==> config.mk <==
export PLATFORM = sky130hd
export DESIGN_NAME = serial_frame_receiver
export DESIGN_NICKNAME = d
export VERILOG_FILES = /design/src/rtl/serial_frame_receiver_pkg.sv /design/src/rtl/serial_frame_shifter.sv /design/src/rtl/serial_frame_receiver.sv
export SDC_FILE = /design/constraint.sdc
export NUM_CORES = 1
export LEC_CHECK = 0
export CORE_AREA = 2 2 88 90
export CTS_BUF_LIST = sky130_fd_sc_hd__clkbuf_16
export DETAILED_ROUTE_END_ITERATION = 7
export DIE_AREA = 0 0 90 92
export GPL_TIMING_DRIVEN = 0
export PLACE_DENSITY = 0.85
export SYNTH_ARGS = -nofsm -noshare
export SYNTH_HDL_FRONTEND = slang
export SYNTH_HIERARCHICAL = 1
export SYNTH_SLANG_ARGS = --single-unit
==> constraint.sdc <==
create_clock -name clk -period 1.53 [get_ports clk]
set_input_delay 0.306 -clock clk [delete_from_list [all_inputs] [get_ports clk]]
set_output_delay 0.306 -clock clk [all_outputs]
set_load 0.1 [all_outputs]
==> src/rtl/serial_frame_receiver_pkg.sv <==
// Shared definitions for the serial frame link; also used by the slave-side transmitter.
package serial_frame_receiver_pkg;

  typedef enum logic [2:0] {
    StIdle,
    StWaitStart,
    StData,
    StParity,
    StStop
  } state_e;

  localparam logic [1:0] ErrNone    = 2'b00;
  localparam logic [1:0] ErrParity  = 2'b01;
  localparam logic [1:0] ErrStop    = 2'b10;
  localparam logic [1:0] ErrTimeout = 2'b11;

  // Start bit + two data words + parity + stop.
  function automatic int unsigned frame_bits(input int unsigned data_width);
    return 2 * data_width + 3;
  endfunction

endpackage

==> src/rtl/serial_frame_shifter.sv <==
// MSB-first shift register with bit counter and running even parity.
module serial_frame_shifter #(
  parameter int unsigned Width  = 32,
  parameter int unsigned CountW = $clog2(Width + 1)
) (
  input  logic              i_clk,
  input  logic              i_rst,
  input  logic              i_clear,
  input  logic              i_shift_en,
  input  logic              i_bit,
  output logic [Width-1:0]  o_data,
  output logic [CountW-1:0] o_count,
  output logic              o_parity
);

  logic [Width-1:0]  r_data;
  logic [CountW-1:0] r_count;
  logic              r_parity;

  always_ff @(posedge i_clk or posedge i_rst) begin
    if (i_rst) begin
      r_data   <= '0;
      r_count  <= '0;
      r_parity <= 1'b0;
    end else if (i_clear) begin
      r_data   <= '0;
      r_count  <= '0;
      r_parity <= 1'b0;
    end else if (i_shift_en) begin
      r_data   <= {r_data[Width-2:0], i_bit};
      r_count  <= r_count + CountW'(1);
      r_parity <= r_parity ^ i_bit;
    end
  end

  assign o_data   = r_data;
  assign o_count  = r_count;
  assign o_parity = r_parity;

endmodule

==> src/rtl/serial_frame_receiver.sv <==
// Receives a start/data/parity/stop frame from the slave ADC node and reports
// the two sample words or an error code.
module serial_frame_receiver
  import serial_frame_receiver_pkg::*;
#(
  parameter int unsigned DATA_WIDTH    = 16,
  parameter int unsigned START_TIMEOUT = 64
) (
  input  logic                  clk,
  input  logic                  reset,
  input  logic                  start_adc,
  input  logic                  serial_data,
  output logic [DATA_WIDTH-1:0] sample_a,
  output logic [DATA_WIDTH-1:0] sample_b,
  output logic                  sample_valid,
  output logic                  frame_error,
  output logic [1:0]            error_code,
  output logic                  busy,
  output logic                  overrun
);

  localparam int unsigned DataBits = frame_bits(DATA_WIDTH) - 3;
  localparam int unsigned CountW   = $clog2(DataBits + 1);
  localparam int unsigned TimerW   = $clog2(START_TIMEOUT + 1);
  localparam logic [CountW-1:0] LastBit  = CountW'(DataBits - 1);
  localparam logic [TimerW-1:0] TimerMax = TimerW'(START_TIMEOUT - 1);

  state_e                r_state;
  logic [TimerW-1:0]     r_timer;
  logic                  r_parity_bit;
  logic [DATA_WIDTH-1:0] r_sample_a;
  logic [DATA_WIDTH-1:0] r_sample_b;
  logic                  r_valid;
  logic                  r_error;
  logic [1:0]            r_code;
  logic                  r_overrun;

  logic [DataBits-1:0] w_data;
  logic [CountW-1:0]   w_count;
  logic                w_parity;
  logic                w_busy;

  assign w_busy = (r_state != StIdle);

  serial_frame_shifter #(
    .Width  (DataBits),
    .CountW (CountW)
  ) u_shifter (
    .i_clk      (clk),
    .i_rst      (reset),
    .i_clear    (r_state == StWaitStart),
    .i_shift_en (r_state == StData),
    .i_bit      (serial_data),
    .o_data     (w_data),
    .o_count    (w_count),
    .o_parity   (w_parity)
  );

  always_ff @(posedge clk or posedge reset) begin
    if (reset) begin
      r_state      <= StIdle;
      r_timer      <= '0;
      r_parity_bit <= 1'b0;
      r_sample_a   <= '0;
      r_sample_b   <= '0;
      r_valid      <= 1'b0;
      r_error      <= 1'b0;
      r_code       <= ErrNone;
      r_overrun    <= 1'b0;
    end else begin
      r_valid   <= 1'b0;
      r_error   <= 1'b0;
      r_overrun <= start_adc && w_busy;
      case (r_state)
        StIdle: begin
          if (start_adc) begin
            r_state <= StWaitStart;
            // The arm cycle itself counts toward the timeout window.
            r_timer <= TimerW'(1);
          end
        end
        StWaitStart: begin
          if (!serial_data) begin
            r_state <= StData;
          end else if (r_timer >= TimerMax) begin
            r_state <= StIdle;
            r_error <= 1'b1;
            r_code  <= ErrTimeout;
          end else begin
            r_timer <= r_timer + TimerW'(1);
          end
        end
        StData: begin
          if (w_count == LastBit) begin
            r_state <= StParity;
          end
        end
        StParity: begin
          r_parity_bit <= serial_data;
          r_state      <= StStop;
        end
        StStop: begin
          r_state <= StIdle;
          if (r_parity_bit != w_parity) begin
            r_error <= 1'b1;
            r_code  <= ErrParity;
          end else if (!serial_data) begin
            r_error <= 1'b1;
            r_code  <= ErrStop;
          end else begin
            r_valid    <= 1'b1;
            r_code     <= ErrNone;
            r_sample_a <= w_data[DataBits-1 -: DATA_WIDTH];
            r_sample_b <= w_data[DATA_WIDTH-1:0];
          end
        end
        default: r_state <= StIdle;
      endcase
    end
  end

  assign sample_a     = r_sample_a;
  assign sample_b     = r_sample_b;
  assign sample_valid = r_valid;
  assign frame_error  = r_error;
  assign error_code   = r_code;
  assign busy         = w_busy;
  assign overrun      = r_overrun;

endmodule

## Yosys cells after proc, flatten, opt, wreduce, memory -nomap -nowiden

Cells that the tools add are included.
W data, S select, Z words.

| cells by class | value |
|---|---|
| $add $sub $neg | 2 |
| multiply operators | 0 |
| divide/modulo/power cells | 0 |
| order comparisons | 1 |
| equality and inequality tests | 12 |
| shifts and indexed selects | 0 |
| mux-type cells | 28 |
| bitwise gates (word level) | 2 |
| reduce and logical (&&, ||, !) cells | 10 |

Operator list:

| cell | number |
|---|---|
| $mux W32 | 2 |
| $mux W7 | 3 |
| $pmux W7 S2 | 1 |
| $mux W3 | 4 |
| $mux W6 | 2 |
| $pmux W3 S4 | 1 |
| $ne A2 B2 Y1 const B | 5 |
| $mux W1 | 9 |
| $reduce_and A3 Y1 | 3 |
| $mux W2 | 4 |
| $add A7 B1 Y7 const B | 1 |
| $ge A7 B6 Y1 const B | 1 |
| $add A6 B1 Y6 const B | 1 |
| $eq A3 B2 Y1 const B | 2 |
| $eq A6 B5 Y1 const B | 1 |
| $reduce_bool A2 Y1 | 3 |
| $pmux W2 S2 | 1 |
| $reduce_and A4 Y1 | 1 |
| $eq A3 B1 Y1 const B | 1 |
| $eq A3 B3 Y1 const B | 1 |
| $logic_not A3 Y1 | 1 |
| $ne A3 B3 Y1 const B | 1 |
| $reduce_bool A3 Y1 | 1 |
| $pmux W1 S2 | 1 |
| 4 further kinds | 4 |

| storage, ports and cells | value |
|---|---|
| register bits | 87 |
| latch bits | 0 |
| RAM bits | 0 |
| ROM bits | 0 |
| input bits | 4 |
| output and inout bits | 38 |
| logic and storage cells | 67 |
| memories kept | 0 |

## Depth between registers and ports, before layout

Gate-level depths: netlist of run 1.

| logic depth | value |
|---|---|
| depth after elaboration | 4 |
| mapped depth | 5 |
| mapped depth without buffers | 5 |

## Cells and area by module

The synthesis of run 1 kept the hierarchy.

By module, submodules not included:

| module | instances | cells an instance | area an instance (sq um) | sequential area each (sq um) |
|---|---|---|---|---|
| serial_frame_receiver | 1 | 140 | 1,954.4 | 1,201.2 |
| serial_frame_shifter | 1 | 133 | 1,610.3 | 975.9 |

## Worst setup path after synthesis of run 1

No wires, ideal clock.

| timing path | value |
|---|---|
| path type | register to register |
| start | register r_state[2] |
| end | register r_overrun (netlist: overrun) |
| library setup time | 122 ps |
| data arrival time | 1,520 ps |
| data required time | 1,408 ps |
| path slack | -113 ps |
| cell stages (with the launch flop) | 3 |
| path buffers | 0 |
| clock period less this slack | 1,643 ps |
| path through | dfrtp_1 -> or3_1 -> and2_1 |

| on the way | value |
|---|---|
| cells in the longest elaborated chain, start to end | 2 |

RTL lines:

| item | RTL line | source |
|---|---|---|
| start: declaration | serial_frame_receiver.sv:28 | `state_e r_state;` |
| start signal: assignment | serial_frame_receiver.sv:61 | `r_state <= StIdle;` |
| start signal: assignment | serial_frame_receiver.sv:77 | `r_state <= StWaitStart;` |
| start signal: assignment | serial_frame_receiver.sv:84 | `r_state <= StData;` |
| $reduce_bool A3 Y1 | serial_frame_receiver.sv:43 | `assign w_busy = (r_state != StIdle);` |
| net busy | serial_frame_receiver.sv:18 | `output logic busy,` |
| $logic_and A1 B1 Y1 | serial_frame_receiver.sv:73 | `r_overrun <= start_adc && w_busy;` |
| end signal: assignment | serial_frame_receiver.sv:73 |  |
| end: declaration | serial_frame_receiver.sv:36 | `logic r_overrun;` |

The timed path passes the listed nets, and every way through them passes these cells.
A chain may end at the register's enable or synchronous reset.

## Final worst setup path of run 1

| timing path | value |
|---|---|
| start | register r_state[0] |
| end | register r_sample_b[7] (netlist: sample_b[7]) |

| on the way | value |
|---|---|
| cells in the longest elaborated chain, start to end | 2 |

RTL lines:

| item | RTL line | source |
|---|---|---|
| $eq A3 B3 Y1 | serial_frame_receiver.sv:74 | `case (r_state)` |
| $reduce_and A3 Y1 (no line) | n/a |  |
| end signal: assignment | serial_frame_receiver.sv:114 | `r_sample_b <= w_data[DATA_WIDTH-1:0];` |
| end: declaration | serial_frame_receiver.sv:32 | `logic [DATA_WIDTH-1:0] r_sample_b;` |

No other way between the ends.

==> qor.yml, run 1 <==
cp_num_buf_inv: 2
path_class: "reg2reg"
port_buffers: 41
antenna_found_initial: 0
relSlewSlack_pct: 46.1
wire_per_inst_um: 16.9
htreeDepth: 3
die_width_um: 90
max-cap-violations: 0
syn_nets: 279
async_flop_share_pct: 100
critPathArrivalTime_ns: 1.92
dp_hpwl_um: 4240
grt_pass1_wl_um: 12100
clk_pin_slew_ns: 0.06
finalMaxSlewViolations: 0
grt_util_met2_pct: 30.8
start_util_pct: 47.9
crit_path_end_kind: "register"
drive_gt1_share_pct: 42.9
synthesis.area_sq_mm: 0.00356
coreArea_sq_mm: 0.00745
first_pass_iters: 4
crit_family: "simple AND/OR/NAND/NOR gates"
dp_slack_ns: -0.691
fin_cells: 454
clk-insertion-delay-late_ns: 0.34
netlist_instances: 273
leakage_uw: 0.00238
synth_area_per_cell_sq_um: 13.1
period_minus_slack_ns: 1.70
grt_use_total_pct: 18.6
ir_drop_uv: 774
synth-main-ff-cell: "dfrtp_1"
layout.nets: 355
cts-buffers-inserted: 9
synth-seq-area-share_pct: 61.1
hp-class: "in2async"
fin_area_sq_mm: 0.00473
yosysWarnings: 6
num_rows: 32
grt_util_met1_pct: 22.9
final-hold-violation-count: 0
synth_seq_cells: 87
fmax_mhz: 587
overflow: 0
viasPerCell: 5.28
tightest_slew_ns: 0.807
setup_slack_ns: -0.172
crit_path_cell_trace: "buf_4, nor3b_4, nand3_4, buf_6, mux2_2"
status: "complete, but fails checks"
clock_tree.buffer_depth: 2
routabilityCongestion: 0.799
cts_tree: "built"
vias: 2398
synth_edf_count: 0
clockRootBuffer: "clkbuf_16"
place_area_sq_mm: 0.00412
diodes: 0
worst_hold_slack_ns: 0.333
drc: 0
report.final.setup_viol: 72
cts.sink_count: 87
wl_um: 7690
busiest_layer: "met2"
syn_to_final_growth_pct: 32.7
io_pins: 42
yosysUniqueCellTypes: 38
start_kind: "register"
dp.cells: 417
violations: "negative setup slack"
drt_iter0_markers: 110
skew_ns: 0.00798
worstPathMaxFanout: 10
cp.required_ns: 1.75
final_antenna_net_count: 0
fin_crit_sh_pct: 111
cpMaxStageDelayCell: "dfrtp_2"
grt_max_degree: 40
grt_use_met3_pct: 4.85
rsz0062_at_grt: "true"
die_y_um: 92
powerDensity_mw_per_mm2: 1700
dieArea_sq_mm: 0.00828
first_global_vias: 2446
totalPowerFinal_uw: 8040
slowest_delay_ns: 0.43
[Yosys cell counts, types with 2 or more instances]
cell type  count  area, sq um
a21oi_1        4         20.0
a31oi_1        3         18.8
buf_2          4         20.0
buf_6          3         33.8
clkbuf_1       3         11.3
dfrtp_1       87         2180
ha_1           2         25.0
inv_1          7         26.3
mux2_2        34          383
mux2i_1       34          340
nand2_1       14         52.6
nand2b_1       2         12.5
nand3_1        3         15.0
nand4_1        4         25.0
nor2_1        38          143
nor3b_1        2         15.0
nor3b_2        2         25.0
o21ai_0        2         10.0
or3_1          2         12.5
xnor2_1        2         17.5
xor2_1         4         35.0
[worst register-to-register path: cells and delay by family (launching register included)]
family	cells	cell delay, ns
and+or+nand+nor	2	0.51
DFF	1	0.43
buffers and inverters	2	0.36
muxes	1	0.28
[cell usage in the layout (no fill, tap or decap), types with 2 or more instances in the layout]
cell / instances
clkbuf_16: 10
buf_4: 14
mux2_2: 33
xnor2_2: 2
nand3_1: 3
clkdlybuf4s18_2: 2
nor2_1: 38
inv_2: 2
a21oi_2: 2
bufinv_16: 2
mux2i_1: 29
dfrtp_2: 4
o21ai_0: 2
clkdlybuf4s50_1: 3
buf_12: 7
buf_2: 35
nor3b_4: 3
inv_1: 6
nand2_4: 2
mux2i_2: 5
xor2_1: 4
a31oi_1: 3
nand4_1: 4
dfrtp_1: 83
clkbuf_2: 2
nand2b_1: 2
buf_6: 10
nand2_1: 11
[registers in the layout (all words and copies together) (netlist names)]
register,cells
error_code,2
frame_error,1
overrun,1
r_parity_bit,1
r_state,3
r_timer,7
sample_a,16
sample_b,16
sample_valid,1
u_shifter/o_count,6
u_shifter/o_data,32
u_shifter/o_parity,1
[through the flow]
step	util, %	setup TNS, ns
floorplan	-	-0.267
global placement	55.1	-97.42
detailed placement	55.4	-34.84
CTS	61.8	-5.83
global route	63.5	-12.39
finish	63.5	-8.15
[power breakdown]
part / leakage (uW) / internal, uW / switching (uW) / total, uW
Combinational: 0.00104 / 1260 / 1670 / 2930
Sequential: 0.00119 / 2540 / 280 / 2820
Clock: 0.000149 / 1400 / 884 / 2290
Total: 0.00238 / 5210 / 2830 / 8040
[cell families (layout without fill, tap and decap cells)]
kind of cell	Yosys count	after routing	share of synthesized area, %
simple gates	74	74	10.3
mux	68	68	20.3
compound gates	17	17	3.30
fa+ha+maj	2	2	0.702
buf+inv	19	98	2.88
flops	87	87	61.1
xor+xnor	6	6	1.47
[routing by layer]
layer / wire length (um) / vias to the layer above / share of wire, %
met3: 293 / 14 / 3.8
met5: 0 / - / 0
met4: 135 / 0 / 1.8
met2: 4040 / 52 / 53
met1: 3220 / 1237 / 42
li1: - / 1095 / -
[final timing paths]
| kind | startpoint | depth (start not counted) | end | slack [ns] |
|---|---|---|---|---|
| hold reg to reg | r_timer[5] | 1 | r_timer[5] | 0.49 |
| min in group clk | r_timer[5] | 1 | r_timer[5] | 0.49 |
| setup reg to reg | r_state[0] | 5 | sample_b[7] | -0.17 |
| hold / removal | reset | 2 | sample_b[15] | 0.33 |
| max in group asynchronous | reset | 2 | u_shifter/o_data[18] | 0.50 |
| setup / recovery | r_state[0] | 5 | sample_b[7] | -0.17 |
[final cells by class]
| cell class | count | area, sq um |
|---|---|---|
| fillers | 545 | 2720 |
| clock inverters | 5 | 76.3 |
| well taps | 102 | 128 |
| flip-flops and latches | 87 | 2180 |
| multi-input cells | 167 | 1430 |
| plain buffers | 12 | 140 |
| clock buffers | 9 | 225 |
| inverters | 7 | 26.3 |
| repair buffers | 65 | 520 |
[timing repair]
action | in CTS | in global routing
resized for setup | 202 | 56
gates cloned | 3 | 1
pin swaps | 5 | 13
buffers inserted | 12 | 9
endpoints found under the setup margin | 106 | 92
hold buffers | 0 | 0
Power figures use the tool's default switching activity.
==> run 2, diff against run 1 <==
REMOVE_ABC_BUFFERS = 1   (was not set)
clock period = 1.55 ns   (was 1.53 ns; I/O delays follow)
==> qor.yml, run 2 (synthesis gave the netlist of run 1 again) <==
rsz0062_at_grt: "true"
start_util_pct: 47.9  # unchanged
drive_gt1_share_pct: 43.3  # +0.40 points
violations: "negative setup slack"
viasPerCell: 5.39  # +2.1%
vias: 2481  # +3.5%
drc: 0  # unchanged
fillers: 554  # +1.7%
dp_hpwl_um: 4110  # -3.1%
first_global_vias: 2476  # +1.2%
crit_path_frequent_cell: "buf_6"
final_antenna_net_count: 0  # unchanged
clock_power_share_pct: 25.3  # -3.1 points
clk_pin_slew_ns: 0.06  # about the same
cts_hold_buf: 0  # unchanged
cp.required_ns: 1.77  # +0.02 ns
num_rows: 32  # unchanged
crit_path_end_kind: "register"
grt_max_degree: 40  # unchanged
htreeDepth: 3  # unchanged
place_area_sq_mm: 0.00413  # +0.12%
fin_crit_sh_pct: 110  # -1.0 points
switching_share_pct: 36.0  # +0.76 points
path_class: "reg2reg"
antenna_found_initial: 0  # unchanged
final-hold-violation-count: 0  # unchanged
final_common_cell: "dfrtp_1"
first_pass_iters: 4  # unchanged
p_comb_share_pct: 40.0  # +3.5 points
largest_register_ffs: 32  # unchanged
critPathArrivalTime_ns: 1.93  # about the same
p_int_uw: 5140  # -1.3%
clk-insertion-delay-late_ns: 0.33  # about the same
period_minus_slack_ns: 1.71  # +0.00657 ns
port_buffers: 41  # unchanged
coreArea_sq_mm: 0.00745  # unchanged
start_kind: "register"
io_pins: 42  # unchanged
layout.nets: 361  # +1.7%
dieArea_sq_mm: 0.00828  # unchanged
max-cap-violations: 0  # unchanged
fin_area_sq_mm: 0.00487  # +2.9%
die_y_um: 92  # unchanged
multi_input_area_sq_mm: 0.00146  # +1.8%
crit_family: "flip-flops"
cp_num_buf_inv: 3  # +1
grt_use_total_pct: 20.0  # +1.4 points
fmax_mhz: 585  # -0.38%
cts.sink_count: 87  # unchanged
report.final.setup_viol: 50  # -31%
p_seq_share_pct: 34.7  # -0.4 points
dp_slack_ns: -0.886  # -0.195 ns
worstPathMaxFanout: 8  # -2
wl_um: 8620  # +12%
drt_iter0_markers: 162  # +47%
hp-class: "in2async"
slowest_delay_ns: 0.44  # about the same
wire_per_inst_um: 18.7  # +11%
p_switching_uw: 2890  # +2.0%
status: "complete, but fails checks"
setup_slack_ns: -0.159  # +0.0134 ns
ir_drop_uv: 873  # +13%
cts_tree: "built"
cpMaxStageDelayCell: "dfrtp_2"
crit_path_cell_trace: "buf_6, nor3b_4, buf_6, buf_12, nand3_4, mux2_4"
clockRootBuffer: "clkbuf_16"
diodes: 0  # unchanged
powerDensity_mw_per_mm2: 1650  # -2.9%
mostFrequentLayoutCells: "84 x dfrtp_1, 37 x nor2_1, 32 x mux2_2"
die_width_um: 90  # unchanged
area.sequential_sq_mm: 0.00218  # about the same
overflow: 0  # unchanged
clock_tree.buffer_depth: 2  # unchanged
routabilityCongestion: 0.872  # +9.1%
finalMaxSlewViolations: 0  # unchanged
skew_ns: 0.00324  # -0.00475 ns
grt_pass1_wl_um: 12800  # +6.2%
relSlewSlack_pct: 44.4  # -1.7 points
syn_to_final_growth_pct: 36.6
cts-buffers-inserted: 9  # unchanged
tightest_slew_ns: 0.833  # +0.0259 ns
worst_hold_slack_ns: 0.380  # +0.0468 ns
leakage_uw: 0.00240  # +0.94%
==> run 2: cell types whose count changed in the layout (fill, tap and decap cells not counted), sizes merged, moves of 2 or more <==
| cell | before | now |
|---|---|---|
| nand3 | 4 | 7 |
| clkdlybuf4s50 | 3 | 1 |
| dlygate4sd2 | 0 | 2 |
| buf | 67 | 65 |
| clkdlybuf4s18 | 2 | 9 |
| clkbuf | 13 | 11 |
| clkinv | 1 | 3 |
==> run 2: layout make-up <==
| cell class | instances | area share [%] |
|---|---|---|
| clock buffer | 9 | 4.63 |
| clock inverter | 5 | 1.05 |
| inverter | 7 | 0.540 |
| multi-input combinational | 170 | 30.0 |
| sequential | 87 | 44.8 |
| tap | 102 | 2.62 |
| timing repair buffer | 80 | 16.4 |
==> run 2: timing repair <==
action | 4_1_cts | 5_1_grt
setup endpoints to repair | 121 | 106
pin swaps | 11 | 9
gates cloned | 4 | 2
setup buffers | 29 | 4
gates resized for setup | 174 | 64
==> run 2: layer usage <==
| layer | vias up | GRT usage [%] | part of all wire, % |
|---|---|---|---|
| met2 | 70 | 33.4 | 52 |
| met3 | 16 | 4.27 | 3.5 |
| met4 | 0 | 7.69 | 2.1 |
| met5 | - | 0 | 0 |
| met1 | 1284 | 25.8 | 42 |
| li1 | 1111 | - | - |
==> run 2: power groups by stage <==
stage                     Combinational, uW  Sequential, uW  Clock (uW)
final                                  3210            2780        2030
after global routing                   3350            2820        2170
after CTS                              2740            2750        2060
after detailed placement               2070            2780           0
after global placement                 1850            2780           0
after floorplan                        1060            3210           0
==> run 2: final timing paths <==
kind / start / slack [ns] / depth (start not counted) / to
max: r_state[0] / -0.16 / 6 / sample_b[5]
min: reset / 0.38 / 2 / sample_b[15]
max reg2reg: r_state[0] / -0.16 / 6 / sample_b[5]
min reg2reg: r_timer[5] / 0.49 / 1 / r_timer[5]
max in group asynchronous: reset / 0.51 / 2 / u_shifter/o_data[28]
min in group clk: start_adc / 0.40 / 2 / overrun
==> run 2: per-stage QoR <==
| stage | utilization (%) | TNS, ns | std cells | total power, uW |
|---|---|---|---|---|
| after floorplan | - | -152.45 | 261 | 4270 |
| after global placement | 54.1 | -295.83 | 404 | 4630 |
| after detailed placement | 55.4 | -56.88 | 410 | 4860 |
| after CTS | 64.5 | -2.71 | 455 | 7560 |
| after global routing | 65.4 | -7.25 | 460 | 8340 |
| final | 65.4 | -4.45 | 460 | 8030 |
==> variant: new RTL, settings of run 1 <==
Register the output `sample_a` once more, with the module's reset; this adds one clock of latency there. The other outputs are not delayed to match.
--- a/src/rtl/serial_frame_receiver.sv
+++ b/src/rtl/serial_frame_receiver.sv
@@ -119,7 +119,13 @@
     end
   end
 
-  assign sample_a     = r_sample_a;
+  always_ff @(posedge clk or posedge reset) begin
+    if (reset) begin
+      sample_a <= '0;
+    end else begin
+      sample_a <= r_sample_a;
+    end
+  end
   assign sample_b     = r_sample_b;
   assign sample_valid = r_valid;
   assign frame_error  = r_error;
Formal check against the unedited RTL: same outputs for any inputs over 10 cycles, from zero or initial values and one cycle with reset high; that may be too few to reach the edited logic, so the function may still have changed.
==> variant against run 1 <==
Design area rose by 21%; global-route usage up 2.0 points; sequential share of layout area down 1.1 points; critical path type unchanged; the flow still finishes with violations (negative setup slack); worst hold slack better by 0.046 ns; die area did not move; wire length is 33% higher; synthesized area is 13% higher; setup slack worse by 0.065 ns; via count increased by 17%; power rose by 14%; sequential cell count grew 16; count of clock-buffer cells in the layout unchanged.
==> variant: results (changes against run 1) <==
- Final Skew: 0.006689 ns (-0.001294 ns)
- Register area share after synthesis: 64.05% (+3.0 points)
- Syn Area/Cell: 13.46 um^2 (+3.1%)
- Met2 Use GR: 34.34% (+3.5 points)
- Total Routing Usage GR: 20.59% (+2.0 points)
- DP Cell Count: 442 (+6.0%)
- Met3 WL post-DR: 490 um (+67%)
- Number of global-route vias before repair: 2639 (+7.9%)
- Slew headroom: 44.64% (-1.5 points)
- CP max FO: 5 (-5)
- Syn_nets: 305 (+9.3%)
- Drt first-iter violations: 152 (+38%)
- Layout cells sized above 1: 47.86% (+5.0 points)
- Xor and xnor area share after synthesis: 1.306% (-0.17 points)
- Gpl congestion: 0.7955 (-0.39%)
- Pwr per Cell Area: 1603 nW/um^2 (-5.7%)
- Met3 Use GR: 3.040% (-1.8 points)
- Non-filler cells, final: 499 (+9.9%)
- First-pass GRT wire length: 13370 um (+11%)
- Endpoints failing setup: 79 (+9.7%)
- M1 WL: 4223 um (+31%)
- First drt pass iteration count: 5 (+1)
- VDD IR-drop max: 1.333 mV (+72%)
- Run status: complete, but fails checks
- Synth top area cells: dfrtp_1, mux2_2, mux2i_1
- Post-CTS setup buffers: 18 (+6)
- Clk network pwr share: 24.6% (-3.8 points)
- Failing checks: negative setup slack
- P_leak: 2.694 nW (+13%)
- Detailed placement HPWL: 4350 um (+2.6%)
- Met2 wire len: 5105 um (+26%)
- Vias/cell: 5.611 (+6.2%)
- Resize count post-CTS: 213 (+5.4%)
- Switching share of power: 35.91% (+0.68 points)
- Hold Crit Class: reg -> reg
- Comb power frac: 40.2% (+3.7 points)
- Setup ws final: -0.2373 ns (-0.06485 ns)
-- variant: changes by cell type after synthesis, moves of 3 or more --
cell      delta
nand2_1      -5
dfrtp_1     +16
o211ai_1     +5
nor2_1       +6
buf_6        +3
mux2_2       -3
nor4_1       +3
-- variant: kinds of logic (layout without fill, tap and decap cells) --
group	Yosys count	in the layout
DFF	103	103
and+or+nand+nor	80	80
muxes	66	66
AOI/OAI and AO/OA	22	22
buffers and inverters	20	118
xor gates and xnor gates	6	6
adders and majority gates	2	2
-- variant: path summary, 6_finish.rpt --
| kind | start | to | slack [ns] | depth (start not counted) |
|---|---|---|---|---|
| min in group asynchronous | reset | r_sample_a[5] | 0.60 | 2 |
| hold / removal | r_sample_a[1] | sample_a[1] | 0.38 | 0 |
| setup / recovery | r_state[2] | error_code[0] | -0.24 | 5 |
| max in group asynchronous | reset | u_shifter/o_parity | 0.30 | 2 |
| setup reg to reg | r_state[2] | error_code[0] | -0.24 | 5 |
| hold reg to reg | r_sample_a[1] | sample_a[1] | 0.38 | 0 |
-- variant: area by class of cell --
| cell class | count | area, um^2 | area share, % |
|---|---|---|---|
| buffer | 8 | 132.6 | 2.313 |
| clock buffer | 9 | 225.2 | 3.928 |
| clock inverter | 6 | 62.56 | 1.091 |
| inverter | 8 | 41.29 | 0.7201 |
| multi-input combinational | 176 | 1719 | 29.98 |
| sequential | 103 | 2582 | 45.04 |
| tap | 102 | 127.6 | 2.226 |
| timing repair buffer | 85 | 829.5 | 14.47 |
| timing repair inverter | 2 | 13.76 | 0.2400 |
-- variant: worst max-delay path: cells and delay by family (launching register included) --
family,cells,cell delay (ns)
compound gates,2,0.45
flops,1,0.49
simple gates,1,0.46
buf+inv,2,0.26
